===== src/rtl/alu_pipe.sv =====
// rtl/alu_pipe.sv - two-stage ALU pipeline with flag register and optional saturation
//
// Purpose: accepts one ALU request per cycle into S1, computes the result
// combinationally between S1 and S2, and presents it in S2 with a
// valid/ready handshake. A {N,Z,C,V} flag register is updated when an op
// moves from S1 to S2, so carry-chained ops issued back to back see the
// carry produced by the op ahead of them.
//
// Ports:
//   clk, reset_n                 clock, asynchronous active-low reset
//   in_valid/in_ready            request handshake
//   op, operand_a, operand_b     opcode and operands
//   shift_c                      shifter carry, C for logical ops
//   set_flags, tag_in            flag update request, destination tag
//   out_valid/out_ready          result handshake
//   result, result_wb, tag_out   result, writeback enable, tag
//   nzcv                         flag register
//   flags_load, flags_in         direct flag register load
//   busy                         any stage occupied
module alu_pipe #(
  parameter int DATA_W = 32,
  parameter int TAG_W  = 4,
  parameter int SAT_EN = 0
) (
  input  logic              clk,
  input  logic              reset_n,
  input  logic              in_valid,
  output logic              in_ready,
  input  logic [3:0]        op,
  input  logic [DATA_W-1:0] operand_a,
  input  logic [DATA_W-1:0] operand_b,
  input  logic              shift_c,
  input  logic              set_flags,
  input  logic [TAG_W-1:0]  tag_in,
  output logic              out_valid,
  input  logic              out_ready,
  output logic [DATA_W-1:0] result,
  output logic              result_wb,
  output logic [TAG_W-1:0]  tag_out,
  output logic [3:0]        nzcv,
  input  logic              flags_load,
  input  logic [3:0]        flags_in,
  output logic              busy
);

  localparam logic [3:0] OP_AND = 4'd0;
  localparam logic [3:0] OP_EOR = 4'd1;
  localparam logic [3:0] OP_SUB = 4'd2;
  localparam logic [3:0] OP_RSB = 4'd3;
  localparam logic [3:0] OP_ADD = 4'd4;
  localparam logic [3:0] OP_ADC = 4'd5;
  localparam logic [3:0] OP_SBC = 4'd6;
  localparam logic [3:0] OP_RSC = 4'd7;
  localparam logic [3:0] OP_TST = 4'd8;
  localparam logic [3:0] OP_TEQ = 4'd9;
  localparam logic [3:0] OP_CMP = 4'd10;
  localparam logic [3:0] OP_CMN = 4'd11;
  localparam logic [3:0] OP_ORR = 4'd12;
  localparam logic [3:0] OP_MOV = 4'd13;
  localparam logic [3:0] OP_BIC = 4'd14;
  localparam logic [3:0] OP_MVN = 4'd15;

  localparam logic [DATA_W-1:0] SAT_MAX = {1'b0, {(DATA_W-1){1'b1}}};
  localparam logic [DATA_W-1:0] SAT_MIN = {1'b1, {(DATA_W-1){1'b0}}};

  // S1 request registers
  logic              r_s1_valid;
  logic [3:0]        r_s1_op;
  logic [DATA_W-1:0] r_s1_a;
  logic [DATA_W-1:0] r_s1_b;
  logic              r_s1_shc;
  logic              r_s1_sf;
  logic [TAG_W-1:0]  r_s1_tag;

  // S2 result registers
  logic              r_out_valid;
  logic [DATA_W-1:0] r_result;
  logic              r_result_wb;
  logic [TAG_W-1:0]  r_tag_out;
  logic [3:0]        r_nzcv;

  logic              w_advance;
  logic              w_test;
  logic              w_arith;
  logic [DATA_W-1:0] w_x;
  logic [DATA_W-1:0] w_y;
  logic              w_cin;
  logic [DATA_W:0]   w_sum;
  logic              w_ovf;
  logic [DATA_W-1:0] w_logic;
  logic [DATA_W-1:0] w_res;
  logic              w_c;
  logic              w_v;
  logic [3:0]        w_nzcv_new;

  assign w_advance = r_s1_valid && (!r_out_valid || out_ready);
  assign in_ready  = !r_s1_valid || w_advance;
  assign busy      = r_s1_valid || r_out_valid;

  assign w_test = (r_s1_op == OP_TST) || (r_s1_op == OP_TEQ) ||
                  (r_s1_op == OP_CMP) || (r_s1_op == OP_CMN);

  // Every arithmetic op is folded into x + y + cin: subtraction uses the
  // inverted subtrahend, so the adder carry-out is directly "not borrow".
  always_comb begin
    w_x     = r_s1_a;
    w_y     = r_s1_b;
    w_cin   = 1'b0;
    w_arith = 1'b1;
    case (r_s1_op)
      OP_ADD, OP_CMN: ;
      OP_ADC:         w_cin = r_nzcv[1];
      OP_SUB, OP_CMP: begin w_y = ~r_s1_b; w_cin = 1'b1; end
      OP_SBC:         begin w_y = ~r_s1_b; w_cin = r_nzcv[1]; end
      OP_RSB:         begin w_x = r_s1_b; w_y = ~r_s1_a; w_cin = 1'b1; end
      OP_RSC:         begin w_x = r_s1_b; w_y = ~r_s1_a; w_cin = r_nzcv[1]; end
      default:        w_arith = 1'b0;
    endcase
  end

  assign w_sum = {1'b0, w_x} + {1'b0, w_y} + {{DATA_W{1'b0}}, w_cin};
  // Overflow: both addends share a sign that the sum does not.
  assign w_ovf = (w_x[DATA_W-1] == w_y[DATA_W-1]) &&
                 (w_sum[DATA_W-1] != w_x[DATA_W-1]);

  always_comb begin
    w_logic = '0;
    case (r_s1_op)
      OP_AND, OP_TST: w_logic = r_s1_a & r_s1_b;
      OP_EOR, OP_TEQ: w_logic = r_s1_a ^ r_s1_b;
      OP_ORR:         w_logic = r_s1_a | r_s1_b;
      OP_MOV:         w_logic = r_s1_b;
      OP_BIC:         w_logic = r_s1_a & ~r_s1_b;
      OP_MVN:         w_logic = ~r_s1_b;
      default:        w_logic = '0;
    endcase
  end

  // On overflow the true result has the sign of x, which picks the clamp.
  always_comb begin
    w_res = w_logic;
    if (w_arith) begin
      if ((SAT_EN != 0) && w_ovf && !w_test) begin
        w_res = w_x[DATA_W-1] ? SAT_MIN : SAT_MAX;
      end else begin
        w_res = w_sum[DATA_W-1:0];
      end
    end
  end

  assign w_c        = w_arith ? w_sum[DATA_W] : r_s1_shc;
  assign w_v        = w_arith ? w_ovf : r_nzcv[0];
  assign w_nzcv_new = {w_res[DATA_W-1], (w_res == '0), w_c, w_v};

  always_ff @(posedge clk or negedge reset_n) begin
    if (!reset_n) begin
      r_s1_valid <= 1'b0;
      r_s1_op    <= '0;
      r_s1_a     <= '0;
      r_s1_b     <= '0;
      r_s1_shc   <= 1'b0;
      r_s1_sf    <= 1'b0;
      r_s1_tag   <= '0;
    end else if (in_ready) begin
      r_s1_valid <= in_valid;
      if (in_valid) begin
        r_s1_op  <= op;
        r_s1_a   <= operand_a;
        r_s1_b   <= operand_b;
        r_s1_shc <= shift_c;
        r_s1_sf  <= set_flags;
        r_s1_tag <= tag_in;
      end
    end
  end

  always_ff @(posedge clk or negedge reset_n) begin
    if (!reset_n) begin
      r_out_valid <= 1'b0;
      r_result    <= '0;
      r_result_wb <= 1'b0;
      r_tag_out   <= '0;
    end else if (w_advance) begin
      r_out_valid <= 1'b1;
      r_result    <= w_res;
      r_result_wb <= !w_test;
      r_tag_out   <= r_s1_tag;
    end else if (out_ready) begin
      r_out_valid <= 1'b0;
    end
  end

  // A direct load takes priority over an update from the advancing op.
  always_ff @(posedge clk or negedge reset_n) begin
    if (!reset_n) begin
      r_nzcv <= 4'b0000;
    end else if (flags_load) begin
      r_nzcv <= flags_in;
    end else if (w_advance && (r_s1_sf || w_test)) begin
      r_nzcv <= w_nzcv_new;
    end
  end

  assign out_valid = r_out_valid;
  assign result    = r_result;
  assign result_wb = r_result_wb;
  assign tag_out   = r_tag_out;
  assign nzcv      = r_nzcv;

endmodule


===== config.mk =====
export PLATFORM = sky130hd
export DESIGN_NAME = alu_pipe
export DESIGN_NICKNAME = d
export VERILOG_FILES = /design/src/rtl/alu_pipe.sv
export SDC_FILE = /design/constraint.sdc
export NUM_CORES = 1
export LEC_CHECK = 0
export CORE_MARGIN = 5
export CORE_UTILIZATION = 30
export CTS_BUF_LIST = sky130_fd_sc_hd__clkbuf_4
export CTS_CLUSTER_DIAMETER = 100
export CTS_CLUSTER_SIZE = 30
export DETAILED_ROUTE_END_ITERATION = 8
export PLACE_DENSITY_LB_ADDON = 0.05
export SETUP_SLACK_MARGIN = 0.2
export SKIP_CTS_REPAIR_TIMING = 1
export SLEW_MARGIN = 25
export SYNTH_ARGS = -nofsm -noshare
export SYNTH_HDL_FRONTEND = slang
export SYNTH_SLANG_ARGS = --single-unit

===== constraint.sdc =====
create_clock -name clk -period 5.85 [get_ports clk]
set_input_delay 1.17 -clock clk [delete_from_list [all_inputs] [get_ports clk]]
set_output_delay 1.17 -clock clk [all_outputs]
set_load 0.1 [all_outputs]

==> run summary <==
- Avg Synthesized Cell Area: 8.41 µm²
- vertical die dimension: 189 µm
- Boundary Pins: 127
- sequential fraction of the synthesis area: 30.4%
- CP Data Arrival Time: 5.40 ns
- largest fanout on the critical path: 37
- Post-Synthesis Net Count: 1294
- Pwr Density: 458 nW/µm²
- number of max-slew violations in the final report: 0
- routed via count: 9042
- horizontal die dimension: 189 µm
- total grt overflow: 0
- Layout area overhead: 20.0%
- leading cell type in the layout, fill and taps excluded: sky130_fd_sc_hd__o21ai_0
- clock tree from TritonCTS: built
- portion of synthesized cell area occupied by the leading cell type: 30.4%
- area of the core region: 31600 µm²
- number of global-route vias before repair: 8626
- first-pass detailed-route iteration total: 6
- start of the worst register-to-register path: r_s1_op[3]
- reg2reg setup slack: 0.97 ns
- final weighted congestion in routability-driven placement: 0.885
- final total negative setup slack: 0 ns
- number of nets in the finished design: 1387
- Final Hold Viols: 0
- count of flip-flops with a built-in enable after synthesis: 0
- count of different cell masters after synthesis: 81
- dominant cells by area after synthesis: sky130_fd_sc_hd__dfrtp_1, sky130_fd_sc_hd__mux2_2, sky130_fd_sc_hd__o21ai_0
- routed vias/inst: 5.46
- port buffer count: 126
- Critical Path Sink Type: flop
- worst setup path class: flop to flop
- number of clock buffers inserted by TritonCTS: 17
- peak supply drop: 218 µV
- MaxCap Viol Count: 0
- Die Area: 35800 µm²
- number of setup violations in the final report: 0
- HPWL after DPL: 24600 µm
- highest clock frequency the design can meet: 205 MHz
- number of antenna violations at the first check in global routing: 2
- cell chosen for the clock root: sky130_fd_sc_hd__clkbuf_4
- largest net degree at the start of global routing: 61
- Rows: 65
- transition time at the pin with the least slew margin: 1.01 ns
- setup repair after global routing missed its margin: no
- clk sink count: 117
- all-layer global routing usage: 18.7%
- final period utilization: 83.5%
- most used flip-flop cell after synthesis: sky130_fd_sc_hd__dfrtp_1
- WL/cell: 20.2 µm
- Mapped Cells: 1146
- count of H-tree levels built during CTS: 4
- Async SR Flop Fraction: 100%
- proportion of layout cells with a drive suffix above 1: 14.5%
- Fin Clk Skew: 0.0181 ns
- final antenna-violating net count: 0
- total wirelength of the detailed-routed design: 33400 µm
- capture instance of the worst register-to-register path: nzcv[2]
- number of buffers on the longest clock path: 2
- most frequent cells in the layout: sky130_fd_sc_hd__o21ai_0, sky130_fd_sc_hd__nand2_1, sky130_fd_sc_hd__clkdlybuf4s50_1
- status: finished clean
- final worst path period need: 4.88 ns
- number of warnings reported in the yosys synthesis log: 0
- worst rel slew slack: 32.8%
- count of unresolved DRC violations after routing: 0
- data required time of the worst path: 6.37 ns
- register bit count reported by yosys: 117
- post-synth top area cell: sky130_fd_sc_hd__dfrtp_1
- P_leak: 4.87 nW
- netlist area before placement: 9640 µm²
- first-pass GRT wire length: 52300 µm
- startpoint type of the worst setup path: flop
- cells on worst reg2reg path: 18
- post-route total power: 5.30 mW
- kind of path behind the tightest hold check: input port to async pin
- Starting DRT DRC Count: 765
- insertion delay to the later sink of the worst-skew pair: 0.58 ns
- clock-pin slew on the worst setup and hold paths: 0.12 ns
- starting density of the core: 30.5%
[worst max-delay path by stage]
stage,to,slack [ns],startpoint
global placement,nzcv[2],1.07,r_s1_op[3]
floorplan,nzcv[2],0.97,r_s1_op[0]
finish,nzcv[2],0.97,r_s1_op[3]
global route,nzcv[2],0.62,r_s1_op[3]
detailed placement,nzcv[2],0.95,r_s1_op[3]
CTS,nzcv[2],0.94,r_s1_op[3]
[critical path, cell delays in order (launching register included)]
cell and delay (ns):
sky130_fd_sc_hd__dfrtp_1 0.42, sky130_fd_sc_hd__buf_4 0.19, sky130_fd_sc_hd__or2_2 0.44, sky130_fd_sc_hd__buf_4 0.41
sky130_fd_sc_hd__nor2_1 0.07, sky130_fd_sc_hd__a21oi_1 0.16, sky130_fd_sc_hd__fa_1 0.22, sky130_fd_sc_hd__inv_1 0.06
sky130_fd_sc_hd__fa_1 0.45, sky130_fd_sc_hd__a21o_1 0.24, sky130_fd_sc_hd__a221oi_4 0.43, sky130_fd_sc_hd__o211ai_2 0.22
sky130_fd_sc_hd__a221oi_2 0.35, sky130_fd_sc_hd__nor2_1 0.12, sky130_fd_sc_hd__a211oi_1 0.35, sky130_fd_sc_hd__nand2_1 0.10
sky130_fd_sc_hd__nor4_1 0.30, sky130_fd_sc_hd__nand4_1 0.15, sky130_fd_sc_hd__o21ai_1 0.15
[area by class of cell]
cell class | instances | area (µm²)
fillers | 3300 | 20100
multi-input cells | 878 | 6120
flip-flops and latches | 117 | 2930
repair buffers | 150 | 1440
well taps | 402 | 503
inverters | 75 | 282
clock inverters | 15 | 164
clock buffers | 17 | 128
diodes | 1 | 2.50
[stage by stage]
step           hold WS, ns  instance area, µm²  worst slack [ns]  std cells  utilization [%]
2_1_floorplan        0.475                9640             0.972       1146                -
3_3_place_gp         0.474               11300              1.07       1622             35.6
3_5_place_dp         0.472               11300             0.948       1622             35.6
4_1_cts              0.354               11600             0.937       1654             36.5
5_1_grt              0.397               11600             0.619       1655             36.5
6_report             0.453               11600             0.966       1655             36.5
[power by group]
part	internal (mW)	switching [mW]	total, mW	leakage (nW)
clock network	0.290	0.332	0.622	0.148
registers	1.00	0.189	1.19	1.39
logic	1.13	2.35	3.48	3.34
[sequential cells by signal (all words and copies together) (netlist names)]
| register | cells |
|---|---|
| r_s1_b | 32 |
| r_s1_sf | 1 |
| r_s1_tag | 4 |
| r_s1_a | 32 |
| r_s1_shc | 1 |
| nzcv | 4 |
| out_valid | 1 |
| result | 32 |
| r_s1_op | 4 |
| r_s1_valid | 1 |
| tag_out | 4 |
| result_wb | 1 |
[per-layer routing]
layer | up-vias | global-route usage (%) | share of wire [%]
li1 | 4380 | - | -
met1 | 4320 | 29.2 | 52
met2 | 323 | 26.1 | 40
met3 | 19 | 3.80 | 6.7
met4 | 0 | 4.65 | 1.2
met5 | - | 0 | 0
[cell families after synthesis]
logic type / count (synthesis) / share of synthesized area (%)
flip-flops: 117 / 30.4
XOR/XNOR: 14 / 1.27
buffers and inverters: 151 / 6.54
adder cells (fa/ha/maj): 65 / 8.60
multiplexers: 108 / 12.4
AND/OR/NAND/NOR: 310 / 15.2
AO/OA/AOI/OAI: 381 / 25.6
[cell usage after synthesis, types with 6 or more instances]
library cell               instances
sky130_fd_sc_hd__a211oi_1         23
sky130_fd_sc_hd__a21o_1            9
sky130_fd_sc_hd__a21oi_1          57
sky130_fd_sc_hd__a221o_1           6
sky130_fd_sc_hd__a221oi_1          6
sky130_fd_sc_hd__a222oi_1          6
sky130_fd_sc_hd__a31oi_1           6
sky130_fd_sc_hd__buf_1            11
sky130_fd_sc_hd__buf_2            19
sky130_fd_sc_hd__clkbuf_1         39
sky130_fd_sc_hd__dfrtp_1         117
sky130_fd_sc_hd__ha_1             63
sky130_fd_sc_hd__inv_1            74
sky130_fd_sc_hd__mux2_2           94
sky130_fd_sc_hd__mux2i_1          14
sky130_fd_sc_hd__nand2_1         160
sky130_fd_sc_hd__nand2b_1         11
sky130_fd_sc_hd__nand3_1          19
sky130_fd_sc_hd__nand4_1          14
sky130_fd_sc_hd__nor2_1           34
sky130_fd_sc_hd__nor2b_1          18
sky130_fd_sc_hd__nor3_1           13
sky130_fd_sc_hd__nor4_1            6
sky130_fd_sc_hd__o211ai_1          9
sky130_fd_sc_hd__o21a_1            7
sky130_fd_sc_hd__o21ai_0         169
sky130_fd_sc_hd__o31ai_1           8
sky130_fd_sc_hd__o32ai_1           6
sky130_fd_sc_hd__or2_2             6
sky130_fd_sc_hd__xnor2_1          10
No activity file was read; power rests on OpenSTA's default activity.
